File: config.mk
export PLATFORM = sky130hd
export DESIGN_NAME = tohost_monitor
export DESIGN_NICKNAME = d
export VERILOG_FILES = /design/src/rtl/tohost_monitor_pkg.sv /design/src/rtl/tohost_monitor.sv
export SDC_FILE = /design/constraint.sdc
export NUM_CORES = 1
export LEC_CHECK = 0
export CAP_MARGIN = 15
export CORE_ASPECT_RATIO = 2
export CORE_MARGIN = 2
export CORE_UTILIZATION = 45
export DETAILED_ROUTE_END_ITERATION = 7
export PLACE_DENSITY = 0.81
export SLEW_MARGIN = 15
export SYNTH_ARGS = -nofsm -noshare
export SYNTH_HDL_FRONTEND = slang
export SYNTH_SLANG_ARGS = --single-unit
File: constraint.sdc
create_clock -name clk -period 4.5 [get_ports clk]
set_input_delay 1.35 -clock clk [delete_from_list [all_inputs] [get_ports clk]]
set_output_delay 1.35 -clock clk [all_outputs]
set_load 0.03 [all_outputs]
File: src/rtl/tohost_monitor_pkg.sv
// Shared definitions for the tohost/console store monitor: FSM encodings
// and the default riscv-tests mailbox addresses.
package tohost_monitor_pkg;

    localparam logic [1:0] ST_RUN  = 2'd0;
    localparam logic [1:0] ST_PASS = 2'd1;
    localparam logic [1:0] ST_FAIL = 2'd2;
    localparam logic [1:0] ST_TMO  = 2'd3;

    localparam logic [31:0] DEFAULT_TOHOST_ADDR  = 32'h0000_1000;
    localparam logic [31:0] DEFAULT_CONSOLE_ADDR = 32'h0000_1004;

    localparam int unsigned FAIL_CODE_W = 31;

    function automatic logic is_terminal(input logic [1:0] st);
        return st != ST_RUN;
    endfunction

endpackage

File: src/rtl/tohost_monitor.sv
// Watches the data-memory store port for tohost/console writes, latches the
// compliance result (PASS/FAIL/TMO), counts cycles and retires, and halts the core.
module tohost_monitor
    import tohost_monitor_pkg::*;
#(
    parameter logic [31:0] TOHOST_ADDR  = DEFAULT_TOHOST_ADDR,
    parameter logic [31:0] CONSOLE_ADDR = DEFAULT_CONSOLE_ADDR,
    parameter int unsigned MAX_CYCLES   = 10000,
    parameter int unsigned CNT_W        = 32
) (
    input  logic                   clk,
    input  logic                   rst,
    input  logic                   st_en,
    input  logic [31:0]            st_addr,
    input  logic [31:0]            st_data,
    input  logic                   retire,
    output logic                   halt,
    output logic                   pass,
    output logic                   fail,
    output logic                   timeout,
    output logic [FAIL_CODE_W-1:0] fail_code,
    output logic [CNT_W-1:0]       cycle_cnt,
    output logic [CNT_W-1:0]       instret_cnt,
    output logic                   con_valid,
    output logic [7:0]             con_byte
);

    localparam logic [CNT_W-1:0] WD_LAST = CNT_W'(MAX_CYCLES - 1);

    logic [1:0]             state_q,     state_d;
    logic [FAIL_CODE_W-1:0] fail_code_q, fail_code_d;
    logic [CNT_W-1:0]       cycle_q,     cycle_d;
    logic [CNT_W-1:0]       instret_q,   instret_d;
    logic                   con_valid_q, con_valid_d;
    logic [7:0]             con_byte_q,  con_byte_d;
    logic                   halt_q, pass_q, fail_q, timeout_q;

    logic running;
    logic tohost_odd;
    logic console_hit;
    logic wd_expire;

    assign running     = !is_terminal(state_q);
    // Even tohost values are the syscall form and deliberately ignored.
    assign tohost_odd  = st_en && (st_addr == TOHOST_ADDR) && st_data[0];
    assign console_hit = st_en && (st_addr == CONSOLE_ADDR);
    assign wd_expire   = (cycle_q == WD_LAST);

    always_comb begin
        // NOTE: every next-state signal gets a default first so no path infers a latch.
        state_d     = state_q;
        fail_code_d = fail_code_q;
        cycle_d     = cycle_q;
        instret_d   = instret_q;
        con_valid_d = 1'b0;
        con_byte_d  = con_byte_q;

        if (running) begin
            cycle_d   = cycle_q + CNT_W'(1);
            instret_d = instret_q + CNT_W'(retire);

            // A tohost result on the expiry edge wins over the watchdog.
            if (tohost_odd) begin
                if (st_data == 32'd1) begin
                    state_d = ST_PASS;
                end else begin
                    state_d     = ST_FAIL;
                    fail_code_d = st_data[31:1];
                end
            end else if (wd_expire) begin
                state_d = ST_TMO;
            end

            if (console_hit) begin
                con_valid_d = 1'b1;
                con_byte_d  = st_data[7:0];
            end
        end
    end

    // NOTE: sequential state uses non-blocking assignments so all flops update together.
    always_ff @(posedge clk or posedge rst) begin
        if (rst) begin
            state_q     <= ST_RUN;
            fail_code_q <= '0;
            cycle_q     <= '0;
            instret_q   <= '0;
            con_valid_q <= 1'b0;
            con_byte_q  <= 8'h00;
            halt_q      <= 1'b0;
            pass_q      <= 1'b0;
            fail_q      <= 1'b0;
            timeout_q   <= 1'b0;
        end else begin
            state_q     <= state_d;
            fail_code_q <= fail_code_d;
            cycle_q     <= cycle_d;
            instret_q   <= instret_d;
            con_valid_q <= con_valid_d;
            con_byte_q  <= con_byte_d;
            halt_q      <= is_terminal(state_d);
            pass_q      <= (state_d == ST_PASS);
            fail_q      <= (state_d == ST_FAIL);
            timeout_q   <= (state_d == ST_TMO);
        end
    end

    // Status flags are flopped directly so the core sees glitch-free halt.
    assign halt        = halt_q;
    assign pass        = pass_q;
    assign fail        = fail_q;
    assign timeout     = timeout_q;
    assign fail_code   = fail_code_q;
    assign cycle_cnt   = cycle_q;
    assign instret_cnt = instret_q;
    assign con_valid   = con_valid_q;
    assign con_byte    = con_byte_q;

endmodule
==> flow_summary.json <==
{
  "fmax_mhz": 266,
  "htreeDepth": 3,
  "cts_sinks": 110,
  "cts_buffer_depth": 2,
  "die_height_um": 150,
  "finish.utilization": 0.676,
  "n_antenna_cell": 0,
  "io_pins": 176,
  "p_leak_nw": 3.12,
  "fillCellCount": 820,
  "drtIter0Drc": 194,
  "ys_ff_latch": 110,
  "cp-end-kind": "register",
  "synth_cell_types": 37,
  "post-cts-setup-buffer-count": 0,
  "grt_usage": 0.225,
  "reg2reg_depth": 7,
  "cts_tree": "yes",
  "clock_skew_ns": 0.00795,
  "yosysWarnings": 0,
  "path_class": "in2reg",
  "clock_tree.root_cell": "clkbuf_16",
  "post-route-drc-count": 0,
  "max_slew_margin": 0.378,
  "dp_hpwl_mm": 9.76,
  "fin_crit_ns": 3.75,
  "cts_hold_buf": 0,
  "numCtsBuffers": 9,
  "gp_congestion": 0.830,
  "fin_cells": 709,
  "outcome": "complete, no violations",
  "antenna_left": 0,
  "start_util": 0.460,
  "syn_inst": 386,
  "async_flop_share": 1.00,
  "core-area_sq_mm": 0.0104,
  "wire_per_inst_um": 17.8,
  "finalHoldViolations": 0,
  "critPathMaxFanout": 22,
  "timing.setup.tns_ns": 0,
  "synth-main-ff-cell": "dfrtp_1",
  "rsz0062_at_grt": "no",
  "whs_ns": 0.484,
  "maxSlewViolCount": 0,
  "syn-num-nets": 457,
  "finalSetupViolations": 0,
  "drv_cap": 0,
  "synth.avg_cell_area_sq_um": 12.4,
  "area_growth_syn_to_layout_pct": 46.9,
  "grt_max_degree": 63,
  "post_cts_resized": 0,
  "holdCritPathClass": "reg2reg",
  "path_clk_slew_ns": 0.07,
  "die_area_sq_mm": 0.0115,
  "synth_edf_count": 0,
  "grt_pass1_vias": 3868,
  "tightest_slew_ns": 0.933,
  "drive_gt1_frac": 0.122,
  "dp.cells": 693,
  "powerDensity_mw_per_mm2": 276,
  "worstPathRequired_ns": 4.74,
  "clk-insertion-delay-late_ns": 0.35,
  "peakVddDrop_mv": 0.204,
  "layout.nets": 638,
  "crit_path_start_kind": "primary input",
  "grt.overflow.total": 0,
  "period_share": 0.834,
  "numPortBuffers": 175,
  "antenna_found_initial": 0,
  "ys_seq_area_frac": 0.574,
  "die_x_um": 77.0,
  "row_count": 53,
  "grt_pass1_wl_mm": 20.1,
  "min_path_cells": 1,
  "firstDrtPassIters": 4,
  "worstPathArrival_ns": 3.99,
  "routed_via_density": 5.25,
  "wl_mm": 12.6,
  "syn_area_sq_mm": 0.00479,
  "vias": 3719
}
[logic make-up (layout without fill, tap and decap cells)]
group,count (synthesis),in the layout,synth area share
AO/OA/AOI/OAI,7,7,0.00862
XOR/XNOR,61,61,0.111
adder cells (fa/ha/maj),3,3,0.00783
buffers and inverters,14,200,0.0138
flip-flops,110,110,0.574
multiplexers,42,42,0.0987
AND/OR/NAND/NOR,149,149,0.185
[per-stage QoR]
step	total power, mW	area, sq um	setup WS, ns
2_1_floorplan	1.03	4790	0.248
3_3_place_gp	1.10	6710	0.462
3_5_place_dp	1.10	6710	0.340
4_1_cts	1.96	7040	0.709
5_1_grt	2.02	7040	0.489
6_report	1.95	7040	0.747
[flip-flops by register name, indices dropped and copies added (netlist names)]
| name | flops |
|---|---|
| con_valid | 1 |
| timeout | 1 |
| fail_code | 31 |
| state_q | 2 |
| instret_cnt | 32 |
| halt | 1 |
| con_byte | 8 |
| fail | 1 |
| cycle_cnt | 32 |
| pass | 1 |
[per-layer routing]
| layer | part of all wire | vias up | global-route usage |
|---|---|---|---|
| met5 | 0 | - | 0 |
| met4 | 0.026 | 0 | 0.0955 |
| met3 | 0.058 | 21 | 0.0591 |
| met2 | 0.57 | 119 | 0.436 |
| met1 | 0.35 | 1838 | 0.220 |
| li1 | - | 1741 | - |
[critical path, stage by stage]
cell             delay (ns)
clkdlybuf4s50_1        0.44
nor4_1                 0.33
nand4_1                0.19
nor2_1                 0.16
and4bb_1               0.83
buf_4                  0.33
mux2_2                 0.35
[report_power, final]
part	switching (mW)	total (mW)	internal (mW)	leakage [nW]
Sequential	0	0.988	0.988	1.51
Combinational	0.0361	0.0918	0.0557	1.45
Clock	0.360	0.867	0.507	0.159
[synthesized netlist by cell type (4+ instances only)]
cell type	instances	area share
and4_1	4	0.0073
mux2_2	39	0.092
and3_1	11	0.014
nand4_1	18	0.023
dfrtp_1	110	0.57
nand2_1	21	0.016
nor4_1	17	0.022
inv_1	6	0.0047
xnor2_1	43	0.079
and2_1	7	0.0091
nor4b_1	5	0.0091
nor2_1	23	0.018
xor2_1	18	0.033
nand3_1	25	0.026
[final timing paths]
path | slack, ns | start | endpoint
hold / removal | 0.48 | instret_cnt[31] | instret_cnt[31]
min in group asynchronous | 1.52 | rst | fail_code[16]
hold reg to reg | 0.48 | instret_cnt[31] | instret_cnt[31]
setup reg to reg | 2.20 | instret_cnt[0] | instret_cnt[30]
max in group asynchronous | 2.26 | rst | fail_code[17]
setup / recovery | 0.75 | st_addr[18] | fail_code[10]
[final cells by class]
cell class | count | area, sq um | share of cell area
inverters | 6 | 25.0 | 0.00355
flip-flops and latches | 110 | 2750 | 0.391
clock buffers | 10 | 239 | 0.0339
clock inverters | 6 | 93.8 | 0.0133
well taps | 137 | 171 | 0.0243
repair buffers | 178 | 1790 | 0.254
multi-input cells | 262 | 1970 | 0.280
[layout by cell type (no fill, tap or decap), types with 7 or more instances in the layout]
cell type / synthesis / final
clkdlybuf4s50_1: 0 / 175
dfrtp_1: 110 / 110
xnor2_1: 43 / 43
mux2_2: 39 / 39
nand3_1: 25 / 25
nor2_1: 23 / 23
nand2_1: 21 / 21
nand4_1: 18 / 18
xor2_1: 18 / 18
nor4_1: 17 / 17
and3_1: 11 / 11
clkbuf_16: 0 / 9
and2_1: 7 / 7
Note: power is estimated with default switching activity, not from simulation.
==> variant: new RTL, same flow settings <==
Set the parameter `CNT_W` to 16 (it was 32).
--- a/src/rtl/tohost_monitor.sv
+++ b/src/rtl/tohost_monitor.sv
@@ -7,5 +7,5 @@
     parameter logic [31:0] CONSOLE_ADDR = DEFAULT_CONSOLE_ADDR,
     parameter int unsigned MAX_CYCLES   = 10000,
-    parameter int unsigned CNT_W        = 32
+    parameter int unsigned CNT_W        = 16
 ) (
     input  logic                   clk,
Interface: changed (resized cycle_cnt and instret_cnt); port bits go from 176 to 144. No check against the original RTL was run, so the function may have changed too.
==> variant against the original RTL <==
Die area down 27%; routed wire length shrank 35%; power shrank 25%; worst setup slack improved by 300 ps; critical endpoint is now fail_code[0]$_DFFE_PP0P_; synthesized area decreased by 28%; cell area decreased by 26%; count of clock-buffer cells in the layout increased by 4; highest routed layer unchanged; largest power group unchanged; sequential cell count fell by 32.
==> variant: results <==
group,metric,value,unit
outcome,status,"completed",
clocking,cts.clk_slew.worst_paths,50,ps
synth,synth_compound_area_share,1.053,%
synth,synth_mux_area_share,17.28,%
finish,signal_buffer_area_fraction,28.20,%
finish,drive_above_1_share,15.44,%
clocking,clock-sinks,78,
grt,grt_max_degree,79,
power_and_ir_drop,ir_drop,0.2552,mV
worst_setup_path,cp-startpoint,"st_data[4]",
hold_path,min_from,"instret_cnt[15]$_DFFE_PP0P_",
worst_setup_path,r2r_start,"cycle_cnt[0]$_DFFE_PP0P_",
finish,layout.nets,474,
route,wire_per_inst,16.42,um
finish,inv_count,3,
worst_setup_path,crit_fanout,17,
placed_design,portBuffers,143,
finish,layout.area.seq,1952,um2
worst_setup_path,critPathSlowestCell,"nor4_1",
worst_setup_path,critical-path-max-stage-delay,450,ps
finish,clkbuf_count,14,
placed_design,dp.cells,486,
sta,worst_slew_pin_slew,673.5,ps
grt,grt_pass1_wl,13.54,mm
worst_setup_path,reg2reg_depth,6,
synth,synth_area_leaders,"dfrtp_1 57%, mux2_4 13%, xnor2_1 5.3%, mux2_2 3.9%, nand4_1 2.5%",
grt,track_usage,21.22,%
worst_setup_path,reg2reg_to,"state_q[1]$_DFF_PP0_",
route,drt-initial-drc-count,163,
finish,buffers,146,
finish,finalNonFillerCells,502,
worst_setup_path,cp.arrival,3660,ps
synth,synth_nets,324,
placed_design,gp_congestion,0.8250,
finish,nFillCells,524,
worst_setup_path,rrSetupSlack,2520,ps
==> variant: metrics by stage <==
| stage | instance area (um2) | hold WS (ps) | setup slack, ps |
|---|---|---|---|
| global route | 5245 | 519.9 | 884.4 |
| CTS | 5245 | 496.6 | 1032 |
| global placement | 4956 | 456.4 | 781.8 |
| finish | 5245 | 488.5 | 1048 |
| floorplan | 3446 | 487.6 | 1155 |
| detailed placement | 4956 | 485.3 | 686.3 |
==> variant: metal layers <==
layer / GRT usage (%) / wire length [um] / vias to the layer above
met5: 0 / 0 / -
met4: 8.578 / 201 / 0
met3: 7.199 / 761 / 18
met2: 33.93 / 3919 / 135
met1: 26.00 / 3359 / 1259
li1: - / - / 1207
==> variant: power by group <==
group          switching [uW]  leakage, uW  total (uW)  internal (uW)
Combinational            29.5      0.00104        85.3           55.9
Sequential                  0      0.00107         702            702
Clock                     263     0.000135         681            419
